<file path="src/rtl/music_playlist_ctrl.sv">
// Playlist player controller: sequences NUM_SONGS tracks with next/prev, wrap and repeat modes.
// Optional shuffle support is compiled in with `define MUSIC_PLAYLIST_SHUFFLE_EN.
module music_playlist_ctrl #(
    parameter int NUM_SONGS = 4,
    parameter int SONG_W    = 2
) (
    input  logic              clk,
    input  logic              reset,
    input  logic              play_pause,
    input  logic              next,
    input  logic              prev,
    input  logic              song_done,
    input  logic [1:0]        repeat_mode,
`ifdef MUSIC_PLAYLIST_SHUFFLE_EN
    input  logic              shuffle,
`endif
    output logic              play,
    output logic              reset_play,
    output logic [SONG_W-1:0] song_sel,
    output logic              new_song,
    output logic              playlist_done
);

    typedef enum logic [1:0] {
        INIT  = 2'd0,
        PAUSE = 2'd1,
        LOAD  = 2'd2,
        PLAY  = 2'd3
    } state_t;

    localparam logic [SONG_W:0] N_EXT = (SONG_W+1)'(NUM_SONGS);
    localparam logic [SONG_W:0] LAST  = (SONG_W+1)'(NUM_SONGS - 1);
    localparam logic [SONG_W:0] ONE   = (SONG_W+1)'(1);

    state_t            state, state_n;
    logic              play_n, reset_play_n, new_song_n, playlist_done_n;
    logic              go_play, go_play_n;
    logic [SONG_W-1:0] song_sel_n;
    logic [SONG_W-1:0] adv_idx;
    logic              list_end;
    logic              load_en, load_go;
    logic [SONG_W-1:0] load_idx;

    // Index arithmetic carries one extra bit so the wrap compare cannot overflow.
    function automatic logic [SONG_W-1:0] inc_idx(input logic [SONG_W-1:0] i);
        logic [SONG_W:0] s;
        s = {1'b0, i} + ONE;
        if (s >= N_EXT) s = '0;
        return s[SONG_W-1:0];
    endfunction

    function automatic logic [SONG_W-1:0] dec_idx(input logic [SONG_W-1:0] i);
        logic [SONG_W:0] s;
        s = {1'b0, i};
        if (s == '0) s = LAST;
        else         s = s - ONE;
        return s[SONG_W-1:0];
    endfunction

`ifdef MUSIC_PLAYLIST_SHUFFLE_EN
    logic [7:0]      lfsr;
    logic [SONG_W:0] adv_cnt;
    logic            user_skip, rep00_adv;

    // Candidate folded into range with one subtraction; never repeats the current track.
    function automatic logic [SONG_W-1:0] shuf_pick(input logic [SONG_W-1:0] i,
                                                    input logic [7:0]        l);
        logic [SONG_W:0] c;
        c = {1'b0, l[SONG_W-1:0]};
        if (c >= N_EXT) c = c - N_EXT;
        if (c[SONG_W-1:0] == i) return inc_idx(i);
        return c[SONG_W-1:0];
    endfunction

    always_ff @(posedge clk) begin
        if (reset) lfsr <= 8'hA5;
        else       lfsr <= {lfsr[6:0], lfsr[7] ^ lfsr[5] ^ lfsr[4] ^ lfsr[3]};
    end

    assign user_skip = ((state == PAUSE) || (state == PLAY)) && !play_pause && (next || prev);
    assign rep00_adv = (state == PLAY) && !play_pause && !next && !prev && song_done &&
                       ((repeat_mode == 2'b00) || (repeat_mode == 2'b11));

    // Counts automatic advances so a shuffled stop-at-end playlist still terminates.
    always_ff @(posedge clk) begin
        if (reset || user_skip)  adv_cnt <= '0;
        else if (rep00_adv)      adv_cnt <= list_end ? '0 : adv_cnt + ONE;
    end

    assign adv_idx  = shuffle ? shuf_pick(song_sel, lfsr) : inc_idx(song_sel);
    assign list_end = shuffle ? (adv_cnt == LAST) : ({1'b0, song_sel} == LAST);
`else
    assign adv_idx  = inc_idx(song_sel);
    assign list_end = ({1'b0, song_sel} == LAST);
`endif

    always_ff @(posedge clk) begin
        if (reset) begin
            state         <= INIT;
            play          <= 1'b0;
            reset_play    <= 1'b1;
            song_sel      <= '0;
            new_song      <= 1'b0;
            playlist_done <= 1'b0;
            go_play       <= 1'b0;
        end else begin
            state         <= state_n;
            play          <= play_n;
            reset_play    <= reset_play_n;
            song_sel      <= song_sel_n;
            new_song      <= new_song_n;
            playlist_done <= playlist_done_n;
            go_play       <= go_play_n;
        end
    end

    always_comb begin
        state_n         = state;
        play_n          = play;
        reset_play_n    = reset_play;
        song_sel_n      = song_sel;
        new_song_n      = 1'b0;
        playlist_done_n = 1'b0;
        go_play_n       = go_play;
        load_en         = 1'b0;
        load_go         = 1'b0;
        load_idx        = song_sel;

        case (state)
            INIT: begin
                state_n      = PAUSE;
                reset_play_n = 1'b0;
                play_n       = 1'b0;
            end
            PAUSE: begin
                if (play_pause) begin
                    state_n = PLAY;
                    play_n  = 1'b1;
                end else if (next) begin
                    load_en  = 1'b1;
                    load_idx = adv_idx;
                    load_go  = 1'b1;
                end else if (prev) begin
                    load_en  = 1'b1;
                    load_idx = dec_idx(song_sel);
                    load_go  = 1'b1;
                end
            end
            PLAY: begin
                if (play_pause) begin
                    state_n = PAUSE;
                    play_n  = 1'b0;
                end else if (next) begin
                    load_en  = 1'b1;
                    load_idx = adv_idx;
                    load_go  = 1'b1;
                end else if (prev) begin
                    load_en  = 1'b1;
                    load_idx = dec_idx(song_sel);
                    load_go  = 1'b1;
                end else if (song_done) begin
                    load_en = 1'b1;
                    case (repeat_mode)
                        2'b10: begin
                            load_idx = song_sel;
                            load_go  = 1'b1;
                        end
                        2'b01: begin
                            load_idx = adv_idx;
                            load_go  = 1'b1;
                        end
                        default: begin
                            if (list_end) begin
                                load_idx        = '0;
                                load_go         = 1'b0;
                                playlist_done_n = 1'b1;
                            end else begin
                                load_idx = adv_idx;
                                load_go  = 1'b1;
                            end
                        end
                    endcase
                end
            end
            LOAD: begin
                state_n      = go_play ? PLAY : PAUSE;
                play_n       = go_play;
                reset_play_n = 1'b0;
            end
            default: begin
                state_n      = PAUSE;
                play_n       = 1'b0;
                reset_play_n = 1'b0;
            end
        endcase

        // Any track change funnels through the single-cycle LOAD strobe.
        if (load_en) begin
            state_n      = LOAD;
            song_sel_n   = load_idx;
            go_play_n    = load_go;
            reset_play_n = 1'b1;
            new_song_n   = 1'b1;
            play_n       = 1'b0;
        end
    end

endmodule
</file>
<file path="config.mk">
export PLATFORM = sky130hd
export DESIGN_NAME = music_playlist_ctrl
export DESIGN_NICKNAME = d
export VERILOG_FILES = /design/src/rtl/music_playlist_ctrl.sv
export SDC_FILE = /design/constraint.sdc
export NUM_CORES = 1
export LEC_CHECK = 0
export CAP_MARGIN = 20
export CORE_UTILIZATION = 30
export CTS_CLUSTER_SIZE = 8
export DETAILED_ROUTE_END_ITERATION = 7
export SLEW_MARGIN = 20
export SYNTH_ARGS = -nofsm -noshare
export SYNTH_HDL_FRONTEND = slang
export SYNTH_SLANG_ARGS = --single-unit
</file>
<file path="constraint.sdc">
create_clock -name clk -period 1.59 [get_ports clk]
set_clock_uncertainty 0.05 [all_clocks]
set_input_delay 0.318 -clock clk [delete_from_list [all_inputs] [get_ports clk]]
set_output_delay 0.318 -clock clk [all_outputs]
set_load 0.01 [all_outputs]
</file>
# Word-level counts from Yosys, hierarchy flattened
# Cells that the tools add are included.
classes:
  bitwise_logic: 2
  multipliers: 0
  n_eq_ne: 15
  n_div: 0
  add_sub_neg: 2
  reduce_logical: 10
  shift: 0
  order_cmp: 1
  muxes: 37
ops:
  columns: ["op", "count"]
  rows:
  - ["2-bit 2-to-1 mux", 14]
  - ["1-bit 2-to-1 mux", 17]
  - ["3-bit != test (second input constant)", 3]
  - ["2-bit equality test (second input constant)", 4]
  - ["2-bit != test (second input constant)", 4]
  - ["4-bit != test (second input constant)", 2]
  - ["2-bit one-hot mux with 2 select lines", 2]
  - ["2-bit one-hot mux with 4 select lines", 1]
  - ["8-bit OR reduction", 1]
  - ["7-bit AND reduction", 1]
  - ["2-bit OR reduction", 3]
  - ["2-bit by 1-bit equality test with 1-bit output (second input constant)", 2]
  - ["2-bit logical NOT", 2]
  - ["1-bit one-hot mux with 2 select lines", 2]
  - ["1-bit one-hot mux with 4 select lines", 1]
  - ["2-bit AND reduction", 2]
  - ["2-bit by 1-bit adder with 3-bit output (second input constant)", 1]
  - ["3-bit greater-or-equal comparator (second input constant)", 1]
  - ["1-bit inverter", 2]
  - ["2-bit nonzero test", 1]
  - ["2-bit by 1-bit subtractor with 2-bit output (second input constant)", 1]
word_totals:
  n_memories: 0
  latchBits: 0
  rom_bits: 0
  out_inout_bits: 6
  elab_cells: 75
  in_bits: 8
  ram_bits: 0
  ff_bits: 9

# Logic depth before layout (Yosys ltp)
logic_depth:
  ltp_word: 10
  depth_mapped: 6
  depth_no_buf: 6

# Worst setup path after synthesis
# No wires, ideal clock.
synth_path:
  path_kind: "reg-to-reg"
  start: "register state[1]"
  end: "register song_sel[1]"
  setup_slack_ns: 0.149
  path_stages_with_launch: 7
  synth_period_minus_slack_ns: 1.441
  n_path_buf: 0
  required_time_ns: 1.454
  setup_ns: 0.086
  t_arrival_ns: 1.306
  cell_sequence: "dfxtp_1 inv_1 ha_1 or2_2 o32ai_2 nor2_1 a211oi_1"
synth_between:
  elab_chain_len: 3
synth_lines:
  columns: ["element", "line", "text"]
  rows:
  - ["start: declaration", "35", "state_t state, state_n;"]
  - ["start signal: assignment", "107", "state <= state_n;"]
  - ["2-bit equality test / 2-bit by 1-bit equality test with 1-bit output (equally long branches)", "129", "case (state)"]
  - ["4-bit != test (no line) (tied with other cells)", null, null]
  - ["7-bit AND reduction (no line)", null, null]
  - ["end signal: assignment", "110", "song_sel <= song_sel_n;"]
  - ["end: declaration", "19", "output logic [SONG_W-1:0] song_sel,"]
# Parallel ways exist; a longest one is shown, timed or not.
# A chain may end at the register's enable or synchronous reset.

# Worst setup path after layout
layout_path:
  start: "register song_sel[0]"
  end: "output song_sel[0]"
# No word-level cell between the ends.

==> metrics list <==
* Relative slew slack: 81.4%
* WS Path Type: flop to primary output
- Setup slack after layout: 0.0306 ns
- The first global-routing pass estimated 1.49 mm of wire.
- Data arrives at the worst endpoint at 1.19 ns.
- Number of global-route vias before repair: 363
* Number of buffers on the longest clock path: 2
- For this run, design rule violations remaining after detail routing come to 0.
* Share of Yosys cell area claimed by the top area cell type: 38.7%
* Max_cap viols: 0
* Worst ir drop on vdd: 0.407 mV
- Power density cells: 903 nW/um^2
- Counting every instance in the synthesized netlist gives 52.
- Counting both buffers and inverters, the worst setup path holds a total of 1.
- The tree is rooted in a clkbuf_4.
- Core region area: 1370 um^2
* DIE AREA: 1710 um^2
- Total clock buffers created by CTS: 3
- Setup violations remaining at the end of the flow were counted as 0.
* Hold buffer count at cts: 0
- Dividing the detail-routed via count by the number of cells gives 4.75.
- Die boundary height: 41.4 um
- Highest Clock Rate: 0.641 GHz
- Total standard cell area after synthesis: 465 um^2
- Synthesized area per cell: 8.95 um^2
- The flow ran to the end, and the final reports show no timing, DRC or antenna violations.
- Number of placement rows: 13
- Entering global routing, the biggest net connects 6 pins.
* Total nets after synthesis: 66
- In this run the worst hold path is classified as flop to flop.
- Net switching is 29.1% of the power.
- Total number of H-tree levels: 1
* Count of different cell masters after synthesis: 20
- Gpl congestion: 0.658
- Largest area contributor in the synthesized netlist: dfxtp_1
- Overall overflow remaining after global route: 0
- The clock network accounts for 30.4% of the total power.
- Growth of design area from synthesis to finish: 46.2%
* Top-Level Pins: 14
- Fraction of the core area covered by cells at the end of the flow: 49.8%
- Initial core utilization: 34.1%
* Number of synthesized register bits: 9
* Final-stage net count: 87
- Cell internal power was estimated by the tool at 436 uW.
- Walking the worst path, the cells encountered are clkdlybuf4s50_1.
- The final critical path takes up 98.1% of the cycle.
- Inserted Diodes: 0
- Of the synthesized area, sequential elements account for 38.7%.
* Mean routed wirelength per cell: 10.9 um
* Worst path slowest cell: clkdlybuf4s50_1
- In this run the power spent charging and discharging nets is 179 uW.
- Synth warn: 0
- Cell family with most CP delay: buffers and inverters
- Final wirelength: 948 um
- After clock tree synthesis, the clock-pin slew on the worst setup and hold paths is 0.07 ns.
- By count the netlist is led by 9 x dfxtp_1, 7 x nor2_1, 6 x ha_1.
- The detailed router finished its first iteration with 8 violations.
- The hold violation total from the final report came to 0.
- During placement, the flow inserted port buffers numbering 13.
- At the pin with the least slew margin, the transition time is 0.279 ns.
* Crit path capture type: primary output
- From left edge to right edge, the die measures 41.4 um.
- In the synthesized netlist the dominant register cell turns out to be dfxtp_1.
* Number of antenna violations at the first check in global routing: 0
* First-pass iteration count of the detailed router: 4
- Vias: 413
- Once detail routing completed, the nets flagged for antenna violations numbered 0.
- Combinational logic burns 27.2% of the power.
- Data on the critical path is required at its endpoint by 1.22 ns.
* Relative contribution of sequential cells to total power: 42.5%
* Leak Pwr: 0.000274 uW
- TritonCTS built the clock tree.
* Layout cell share with drive strength beyond 1: 15.3%
* Pre-CTS worst setup slack: -0.261 ns
- Largest cells by area after synthesis: dfxtp_1 39%, ha_1 16%, nor2_1 5.6%
- At the later pin of the worst-skew pair, clock insertion delay measures 0.26 ns.
- Counting flops with an async set or reset pin after synthesis yields a share of 0%.
- For this run, the total global-route usage over all layers was measured as 14.2%.
- The most common cell in the synthesized netlist is dfxtp_1.
- The largest single stage delay on the critical path is 0.55 ns.
- Number of clock sinks: 9
- Maximum net fanout on the critical path: 3
* Min Clock Period, post-route: 1.56 ns
- Count of flip-flops with a built-in enable after synthesis: 0
- Crit path launch type: flop
- The number of pins exceeding their max-slew limit in the final report was 0.
- The wire-length estimate of the detail-placed layout is 743 um.
* FF-to-FF setup slack: 0.12 ns
## power by group through the flow
stage	Combinational, uW	Sequential [uW]	Clock (uW)
global route	188	264	197
finish	167	261	187
floorplan	83.7	270	0
global placement	158	265	0
detailed placement	157	266	0
CTS	165	260	192
## what timing repair did
item,in CTS,in global routing
pin swaps,0,3
endpoints found under the setup margin,1,3
buffers inserted,0,0
resized for setup,1,3
## kinds of logic (layout without fill, tap and decap cells)
| logic type | count (synthesis) | count (layout) | share of synthesized area [%] |
|---|---|---|---|
| AOI/OAI and AO/OA | 11 | 11 | 16.1 |
| and+or+nand+nor | 19 | 19 | 19.9 |
| buffers and inverters | 4 | 24 | 3.22 |
| muxes | 1 | 1 | 2.15 |
| adders and majority gates | 6 | 6 | 16.1 |
| DFF | 9 | 9 | 38.7 |
| xor gates and xnor gates | 2 | 2 | 3.76 |
## cells in the final DEF (no fill, tap or decap), drive strengths merged
cell	instances
xnor2	2
ha	6
nand3	1
or2	1
o22ai	1
inv	4
nand3b	3
a21oi	5
o32ai	1
clkdlybuf4s50	13
clkbuf	4
a211oi	1
mux2i	1
dfxtp	9
nand2	4
buf	3
nor2b	1
o21ai	1
a21o	1
nor3	1
a21boi	1
nor2	8
## per-stage QoR
stage	hold WS, ns	setup TNS (ns)	power [uW]	cells	area, um^2
finish	0.397	0	615	87	681
floorplan	0.337	0	353	52	465
detailed placement	0.387	-0.510	423	83	637
global route	0.426	-0.00234	649	87	681
CTS	0.396	0	617	87	674
global placement	0.381	-0.453	423	83	637
## metal layers
layer	wire length, um	vias to the layer above	GRT usage, %
met5	0	-	0
met4	19	0	9.68
met3	41	2	4.79
met2	397	12	20.3
met1	490	178	17.8
li1	-	221	-
## area by class of cell
type                            count  area (um^2)
Clock buffer                        4         26.3
Fill cell                         132          686
Inverter                            4         15.0
Multi-Input combinational cell     39          287
Sequential cell                     9          181
Tap cell                           15         18.8
Timing Repair Buffer               16          153
## registers in the layout, indices dropped and copies added, names as in the netlist
name and flops:
play 1, state 2, go_play 1, playlist_done 1
new_song 1, song_sel 2, reset_play 1
## path summary, 6_finish.rpt
kind | cells after the start | to | from
setup reg to reg | 6 | song_sel[1] | state[1]
setup / recovery | 1 | song_sel[0] | song_sel[0]
hold / removal | 2 | reset_play | reset_play
hold reg to reg | 2 | reset_play | reset_play
Note: power is estimated with default switching activity, not from simulation.
